File: config.mk
export PLATFORM = sky130hd
export DESIGN_NAME = pipeline_ctrl_flat
export DESIGN_NICKNAME = d
export VERILOG_FILES = /design/src/rtl/pipeline_ctrl_if.sv /design/src/rtl/pipeline_ctrl.sv /design/src/flat_wrapper.sv
export SDC_FILE = /design/constraint.sdc
export NUM_CORES = 1
export LEC_CHECK = 0
export ABC_AREA = 0
export CORE_ASPECT_RATIO = 1.5
export CORE_MARGIN = 5
export CORE_UTILIZATION = 44
export CTS_CLUSTER_SIZE = 25
export DETAILED_ROUTE_END_ITERATION = 8
export PLACE_DENSITY = 0.87
export SLEW_MARGIN = 20
export SYNTH_ARGS = -nofsm -noshare
export SYNTH_HDL_FRONTEND = slang
export SYNTH_SLANG_ARGS = --single-unit
File: constraint.sdc
create_clock -name clk -period 2 [get_ports clk]
set_clock_uncertainty 0.15 [all_clocks]
set_input_delay 0.3 -clock clk [delete_from_list [all_inputs] [get_ports clk]]
set_output_delay 0.3 -clock clk [all_outputs]
set_load 0.05 [all_outputs]
File: src/rtl/pipeline_ctrl_if.sv
// pipeline_ctrl_if: hazard-controller bundle between the pipeline stages and pipeline_ctrl
// Inputs to the controller: D-stage operands (d_valid, d_rs1, d_rs2), E-stage producer info
// (e_rd, e_write_reg, e_info_load, e_redirect) and M-stage memory handshake (m_mem_req, m_mem_ack).
// Outputs from the controller: stall_f/d/e, flush_fd/de, state and the saturating stall_cnt/redir_cnt.
interface pipeline_ctrl_if #(parameter int CNT_W = 32);
  logic d_valid;
  logic [4:0] d_rs1, d_rs2, e_rd;
  logic e_write_reg;
  logic [2:0] e_info_load;
  logic e_redirect, m_mem_req, m_mem_ack;
  logic stall_f, stall_d, stall_e, flush_fd, flush_de;
  logic [1:0] state;
  logic [CNT_W-1:0] stall_cnt, redir_cnt;
  modport master (
    output d_valid, d_rs1, d_rs2, e_rd, e_write_reg, e_info_load, e_redirect, m_mem_req, m_mem_ack,
    input stall_f, stall_d, stall_e, flush_fd, flush_de, state, stall_cnt, redir_cnt
  );
  modport slave (
    input d_valid, d_rs1, d_rs2, e_rd, e_write_reg, e_info_load, e_redirect, m_mem_req, m_mem_ack,
    output stall_f, stall_d, stall_e, flush_fd, flush_de, state, stall_cnt, redir_cnt
  );
endinterface

File: src/rtl/pipeline_ctrl.sv
// pipeline_ctrl: stall/flush sequencing for load-use, E-stage redirects and M-stage memory waits
// Ports: clk, rst (sync, active-high), p (pipeline_ctrl_if.slave) carrying the stage hazard inputs,
// stall/flush controls, state (0=RUN 1=MEM_WAIT 2=REDIRECT) and saturating stall/redirect counters.
module pipeline_ctrl #(
  parameter logic [2:0] NOTLOAD_CODE = 3'b111,
  parameter int FLUSH_CYCLES = 1,
  parameter int CNT_W = 32
) (
  input logic clk,
  input logic rst,
  pipeline_ctrl_if.slave p
);
  localparam int RW = $clog2(FLUSH_CYCLES + 1);
  typedef enum logic [1:0] {RUN = 2'd0, MEM_WAIT = 2'd1, REDIRECT = 2'd2} state_t;
  state_t st, st_n;
  logic [RW-1:0] rcnt, rcnt_n;
  logic [CNT_W-1:0] sc, rc;
  logic load_use, mem_wait, stall, stall_e, flush, redir_acc, lu_bubble;
  assign load_use = p.d_valid & p.e_write_reg & (p.e_info_load != NOTLOAD_CODE) & (p.e_rd != 5'd0) &
                    ((p.e_rd == p.d_rs1) | (p.e_rd == p.d_rs2));
  assign mem_wait = p.m_mem_req & ~p.m_mem_ack;
  always_comb begin
    st_n = st;
    rcnt_n = rcnt;
    stall = 1'b0;
    stall_e = 1'b0;
    flush = 1'b0;
    lu_bubble = 1'b0;
    redir_acc = 1'b0;
    if (rst) begin
      flush = 1'b1;
    end else begin
      case (st)
        RUN:
          if (mem_wait) begin
            stall = 1'b1;
            stall_e = 1'b1;
            st_n = MEM_WAIT;
          end else if (p.e_redirect) begin
            flush = 1'b1;
            redir_acc = 1'b1;
            if (FLUSH_CYCLES > 1) begin
              rcnt_n = RW'(FLUSH_CYCLES - 1);
              st_n = REDIRECT;
            end
          end else if (load_use) begin
            stall = 1'b1;
            lu_bubble = 1'b1;
          end
        MEM_WAIT: begin
          stall = ~p.m_mem_ack;
          stall_e = ~p.m_mem_ack;
          if (p.m_mem_ack) st_n = (rcnt != '0) ? REDIRECT : RUN;
        end
        REDIRECT:
          if (mem_wait) begin
            stall = 1'b1;
            stall_e = 1'b1;
            st_n = MEM_WAIT;
          end else begin
            flush = 1'b1;
            rcnt_n = rcnt - RW'(1);
            if (rcnt == RW'(1)) st_n = RUN;
          end
        default: st_n = RUN;
      endcase
    end
  end
  always_ff @(posedge clk) begin
    if (rst) begin
      st <= RUN;
      rcnt <= '0;
      sc <= '0;
      rc <= '0;
    end else begin
      st <= st_n;
      rcnt <= rcnt_n;
      if (stall && !(&sc)) sc <= sc + 1'b1;
      if (redir_acc && !(&rc)) rc <= rc + 1'b1;
    end
  end
  assign p.stall_f = stall;
  assign p.stall_d = stall;
  assign p.stall_e = stall_e;
  assign p.flush_fd = flush;
  assign p.flush_de = flush | lu_bubble;
  assign p.state = st;
  assign p.stall_cnt = sc;
  assign p.redir_cnt = rc;
endmodule
File: src/flat_wrapper.sv
// flat-port wrapper written by rule: the top's interface ports become plain ports
module pipeline_ctrl_flat 
#(
  parameter logic [2:0] NOTLOAD_CODE = 3'b111,
  parameter int FLUSH_CYCLES = 1,
  parameter int CNT_W = 32
)
  (clk, rst, p_d_valid, p_d_rs1, p_d_rs2, p_e_rd, p_e_write_reg, p_e_info_load, p_e_redirect, p_m_mem_req, p_m_mem_ack, p_stall_f, p_stall_d, p_stall_e, p_flush_fd, p_flush_de, p_state, p_stall_cnt, p_redir_cnt);
  pipeline_ctrl_if #(.CNT_W(CNT_W)) p_i ();
  input logic clk;
  input logic rst;
  input wire logic [$bits(p_i.d_valid)-1:0] p_d_valid;
  input wire logic [$bits(p_i.d_rs1)-1:0] p_d_rs1;
  input wire logic [$bits(p_i.d_rs2)-1:0] p_d_rs2;
  input wire logic [$bits(p_i.e_rd)-1:0] p_e_rd;
  input wire logic [$bits(p_i.e_write_reg)-1:0] p_e_write_reg;
  input wire logic [$bits(p_i.e_info_load)-1:0] p_e_info_load;
  input wire logic [$bits(p_i.e_redirect)-1:0] p_e_redirect;
  input wire logic [$bits(p_i.m_mem_req)-1:0] p_m_mem_req;
  input wire logic [$bits(p_i.m_mem_ack)-1:0] p_m_mem_ack;
  output wire logic [$bits(p_i.stall_f)-1:0] p_stall_f;
  output wire logic [$bits(p_i.stall_d)-1:0] p_stall_d;
  output wire logic [$bits(p_i.stall_e)-1:0] p_stall_e;
  output wire logic [$bits(p_i.flush_fd)-1:0] p_flush_fd;
  output wire logic [$bits(p_i.flush_de)-1:0] p_flush_de;
  output wire logic [$bits(p_i.state)-1:0] p_state;
  output wire logic [$bits(p_i.stall_cnt)-1:0] p_stall_cnt;
  output wire logic [$bits(p_i.redir_cnt)-1:0] p_redir_cnt;
  assign p_i.d_valid = p_d_valid;
  assign p_i.d_rs1 = p_d_rs1;
  assign p_i.d_rs2 = p_d_rs2;
  assign p_i.e_rd = p_e_rd;
  assign p_i.e_write_reg = p_e_write_reg;
  assign p_i.e_info_load = p_e_info_load;
  assign p_i.e_redirect = p_e_redirect;
  assign p_i.m_mem_req = p_m_mem_req;
  assign p_i.m_mem_ack = p_m_mem_ack;
  assign p_stall_f = p_i.stall_f;
  assign p_stall_d = p_i.stall_d;
  assign p_stall_e = p_i.stall_e;
  assign p_flush_fd = p_i.flush_fd;
  assign p_flush_de = p_i.flush_de;
  assign p_state = p_i.state;
  assign p_stall_cnt = p_i.stall_cnt;
  assign p_redir_cnt = p_i.redir_cnt;
  pipeline_ctrl #(.NOTLOAD_CODE(NOTLOAD_CODE), .FLUSH_CYCLES(FLUSH_CYCLES), .CNT_W(CNT_W)) u_core (.clk(clk), .rst(rst), .p(p_i));
endmodule
Word-level counts from Yosys, hierarchy flattened. Index checks and enable logic that the tools add are counted.

Register bits: 67. Output and inout bits: 71.

Bitwise gates (word level): 9. Reduce and logical (&&, ||, !) cells: 11. $add $sub $neg: 3. Equality and inequality tests: 8. Mux-type cells: 24.

Operators by type and width (count): $add A32 B1 Y32 const B (2); $reduce_and A32 Y1 (2); $mux W1 (15); $eq A5 B5 Y1 (2); $mux W2 (5); $pmux W2 S3 (1); $and A1 B1 Y1 (5); $reduce_bool A5 Y1 (1); $pmux W1 S2 (2); $ne A3 B1 Y1 const B (1); $ne A3 B3 Y1 const B (1); $pmux W1 S3 (1); $reduce_and A3 Y1 (1); $eq A2 B1 Y1 const B (1); $eq A2 B2 Y1 const B (1); $logic_and A1 B1 Y1 (2); $logic_not A1 Y1 (2); $logic_not A2 Y1 (1); $ne A2 B1 Y1 const B (1); $ne A2 B2 Y1 const B (1); $not A1 Y1 (2); $or A1 B1 Y1 (2); $reduce_and A2 Y1 (1); $reduce_or A2 Y1 (1); $sub A1 B1 Y1 const B (1).

Longest topological paths before layout.
Depth after elaboration: 10. Gate-level depth with buffers: 9. Gate-level depth less buffers: 7.

Worst setup path after synthesis. OpenSTA, ideal clock, no wires.

Path type: flip-flop to output port. From: register u_core.st[1], in the netlist u_core.p.state[1]. To: output p_flush_de. Cell stages (with the launch flop): 4. Arrival time: 2.527 ns. Path slack: -0.977 ns. Buffers on the path: 0. Path through: dfxtp_1 > nor2_1 > o31ai_1 > a31o_2.

Word-level cells in the longest chain between the ends: 4. Elaborated cells on any way between the ends: 7. Classes of those cells: eq/ne: 1; mux: 4; bitwise: 1; reduce/logical: 1.

Ends and longest elaborated chain: from (decl) (line pipeline_ctrl.sv:15) `state_t st, st_n;`; from (signal assigned) (line pipeline_ctrl.sv:76) `st <= st_n;`; $eq A2 B2 Y1 or $logic_not A2 Y1 (tied branches) (line pipeline_ctrl.sv:33) `case (st)`; $pmux W1 S2 * (line pipeline_ctrl.sv:33); $mux W1 * (line pipeline_ctrl.sv:30) `if (rst) begin`; via p_flush_fd (line flat_wrapper.sv:24) `output wire logic [$bits(p_i.flush_fd)-1:0] p_flush_fd;`; $or A1 B1 Y1 * (line pipeline_ctrl.sv:86) `assign p.flush_de = flush | lu_bubble;`; to (decl) (line flat_wrapper.sv:25) `output wire logic [$bits(p_i.flush_de)-1:0] p_flush_de;`.

Mark *: on every way through the listed nets, which the timed path passes. The rest lies on a longest branch.

Final worst setup path.
From: register u_core.st[1], in the netlist u_core.p.state[1]. To: register u_core.sc[21], in the netlist u_core.p.stall_cnt[21].

Word-level cells in the longest chain between the ends: 4. Elaborated cells on any way between the ends: 6. Classes of those cells: eq/ne: 2; mux: 2; reduce/logical: 2.

Ends and longest elaborated chain: $eq A2 B2 Y1 (tied with other cells) (line pipeline_ctrl.sv:33); $pmux W1 S3 * (line pipeline_ctrl.sv:33); $mux W1 * (line pipeline_ctrl.sv:30); $logic_and A1 B1 Y1 * (line pipeline_ctrl.sv:78) `if (stall && !(&sc)) sc <= sc + 1'b1;`; to (signal assigned) (line pipeline_ctrl.sv:78); to (decl) (line pipeline_ctrl.sv:17) `logic [CNT_W-1:0] sc, rc;`.

Every way passes the cells marked *; elsewhere a longest branch is shown, timed or not. A chain may end at the register's enable or synchronous reset.

==> flow_summary_export.csv <==
group,metric,value,unit
run_status,outcome,"finished, violations left",
run_status,violations,"negative setup slack",
floorplan,die_area,9931,sq um
global_route,grt_antenna_before_repair,0,
clock_tree,clkSlewWorstSetupHoldPaths,0.06,ns
final_layout,area_growth,82.63,%
global_route,overflow,0,
synth,synthFlopType,"dfxtp_1",
critical_path,crit_required,2.11,ns
final_layout,drive_gt1_share,51.83,%
floorplan,die_h,119.6,um
synth,synthTopCellsByArea,"dfxtp_1, xnor2_1, nor2_1",
clock_tree,cts_tree,"built",
hold_path,hp-class,"input pin to register",
final_layout,multi_input_comb_area,2577,sq um
critical_path,timing.rr.start,"u_core.p.state[1]",
synth,synth_cells,424,
synth,syn_avg_cell_area,8.307,sq um
sta,min_period_over_period,118.8,%
floorplan,io_pins,96,
sta,fin_crit,2.376,ns
critical_path,critPathLaunch,"u_core.p.state[1]",
hold_path,hp-start,"rst",
critical_path,path_class,"register to register",
power_and_ir_drop,ir_drop,478.9,uV
sta,fmax,420.8,MHz
synth,async_flop_share,0,%
synth,synth_area_leader_cell,"dfxtp_1",
placement,dp_hpwl,8418,um
final_layout,seq_area,1513,sq um
critical_path,r2r_setup_slack,-0.38,ns
final_layout,antenna_cells,0,
placement,place.gp.congestion,0.8739,
sta,final_max_slew_viol_count,0,
synth,synth_top_area_share,38.08,%
synth,yosys_warnings,0,
route,wl_per_cell,19.42,um
clock_tree,htreeDepth,3,
synth,yosysUniqueCellTypes,51,
sta,grt_setup_unrepaired,"true",
route,drt-total-wl,14260,um
critical_path,start_kind,"register",
final_layout,nNetsFinal,651,
sta,setup_viol,57,
flow_run,max_cap_viol_count,0,
critical_path,r2r-end,"u_core.p.stall_cnt[21]",
synth,synth_edf_count,0,
global_route,grt_use_total,26.22,%
floorplan,core-area,7908,sq um
power_and_ir_drop,leakagePower,0.002515,uW
clock_tree,cts.sinks,67,
route,drc,0,
route,vias,4405,
route,first_iter_violations,313,
route,vias_per_cell,6.001,
floorplan,start_util,44.54,%
clock_tree,clockBufferDepth,2,
floorplan,num_rows,40,
hold_path,min_to,"u_core.p.state[1]",
global_route,grt_pass1_wl,21450,um
synth,ys_ff_latch,67,
placement,portBuffers,95,
clock_tree,clk-insertion-delay-late,0.33,ns
clock_tree,cts-root-buf,"clkbuf_16",
global_route,grt_pass1_vias,4513,
sta,setup_tns,-10.40,ns
sta,relSlewSlack,66.13,%
critical_path,end_kind,"register",
route,drtPass1Iterations,5,
synth,syn-num-nets,451,
synth,synth.most_common_cell,"dfxtp_1",
hold_path,min_path_cells,3,
power_and_ir_drop,cellPowerDensity,500.2,nW/um^2
synth,ys_top_cells_by_count,"dfxtp_1, nor2_1, xnor2_1",
final_layout,fillCellCount,449,
synth,seq_area_frac_synth,38.08,%
route,ant_nets,0,
sta,hold_viol_final,0,
floorplan,die_w,83.05,um
synth,syn_area,3522,sq um
critical_path,critical_path_arrival,2.48,ns
global_route,grt_max_degree,33,
sta,fin_ws,-0.3765,ns
critical_path,critical_path.max_fanout,8,
sta,tightest_slew,0.5073,ns
clock_tree,cts_made_buffers,9,
critical_path,r2r_cells,8,
sta,timing.hold.ws,0.2219,ns
[logic make-up after synthesis]
family                   count (synthesis)  share of synthesized area [%]
AO/OA/AOI/OAI                           72                          13.07
buffers and inverters                   30                          3.943
flip-flops                              67                          38.08
AND/OR/NAND/NOR                        209                          32.97
XOR/XNOR                                39                          9.698
adder cells (fa/ha/maj)                  2                         0.7104
multiplexers                             5                          1.527
[layout make-up]
cell class                      instances  share of cell area, %
Clock inverter                          6                 0.8559
Multi-Input combinational cell        327                  40.07
Tap cell                              105                  2.042
Inverter                                9                 0.6030
Sequential cell                        67                  23.52
Clock buffer                           10                  3.715
Timing Repair Buffer                  210                  29.20
[per-stage QoR]
step                      total power, uW  cells  area, sq um  worst slack [ns]  util (%)
after floorplan                      1475    424         3822           -0.1489         -
after global placement               1603    696         5384           -0.5107     68.09
after detailed placement             1610    696         5384           -0.5895     68.09
after CTS                            3201    728         6133           -0.2046     77.56
after global routing                 3326    734         6432           -0.4254     81.34
final                                3217    734         6432           -0.3765     81.34
[cell usage in the layout, fill, tap and decap left out, drive strengths merged, types with 17 or more instances in the layout]
master       netlist  final
buf               13    170
dfxtp             67     67
nor2              45     45
xnor2             37     37
nand2             33     33
a21oi             24     24
nand4             21     21
nand3             21     21
dlygate4sd2        0     18
nor4              17     17
[critical path, stage by stage (launching register included)]
cell and delay, ns:
dfxtp_4 0.36, nor2_4 0.11, nand4_1 0.19, o41ai_4 0.42, nand3_4 0.16, buf_12 0.17
buf_16 0.14, or4_4 0.44, a21oi_2 0.16
[worst max path at each step]
stage	cells past startpoint	endpoint
6_report	8	u_core.p.stall_cnt[21]
5_1_grt	8	u_core.p.stall_cnt[17]
3_3_place_gp	8	u_core.p.stall_cnt[19]
2_1_floorplan	7	u_core.p.stall_cnt[19]
4_1_cts	5	u_core.p.redir_cnt[29]
3_5_place_dp	8	u_core.p.stall_cnt[19]
[flip-flops by register name (all words and copies together), names as in the netlist]
register            flops
u_core.p.stall_cnt     32
u_core.rcnt             1
u_core.p.redir_cnt     32
u_core.p.state          2
[layer usage]
layer	wire length, um	GRT usage [%]	vias to the layer above	part of all wire (%)
li1	-	-	1979	-
met1	4893	26.78	2104	34
met2	7709	48.69	236	54
met3	830	5.838	86	5.8
met4	824	14.42	0	5.8
met5	0	0	-	0
[power breakdown]
group	internal, uW	leakage [uW]	total (uW)	switching (uW)
clock	987	0.000152	1560	576
combinational	163	0.00178	356	193
sequential	1290	0.000582	1300	6.91
total	2440	0.00251	3220	776
[timing repair]
action / in CTS / in global routing
cloned: 5 / 0
buffers inserted: 11 / 8
hold buffers: 0 / 0
setup endpoints to repair: 72 / 70
resized for setup: 95 / 59
endpoints found under the hold margin: 0 / 0
pin swaps: 37 / 38
Note: power is estimated with default switching activity, not from simulation.
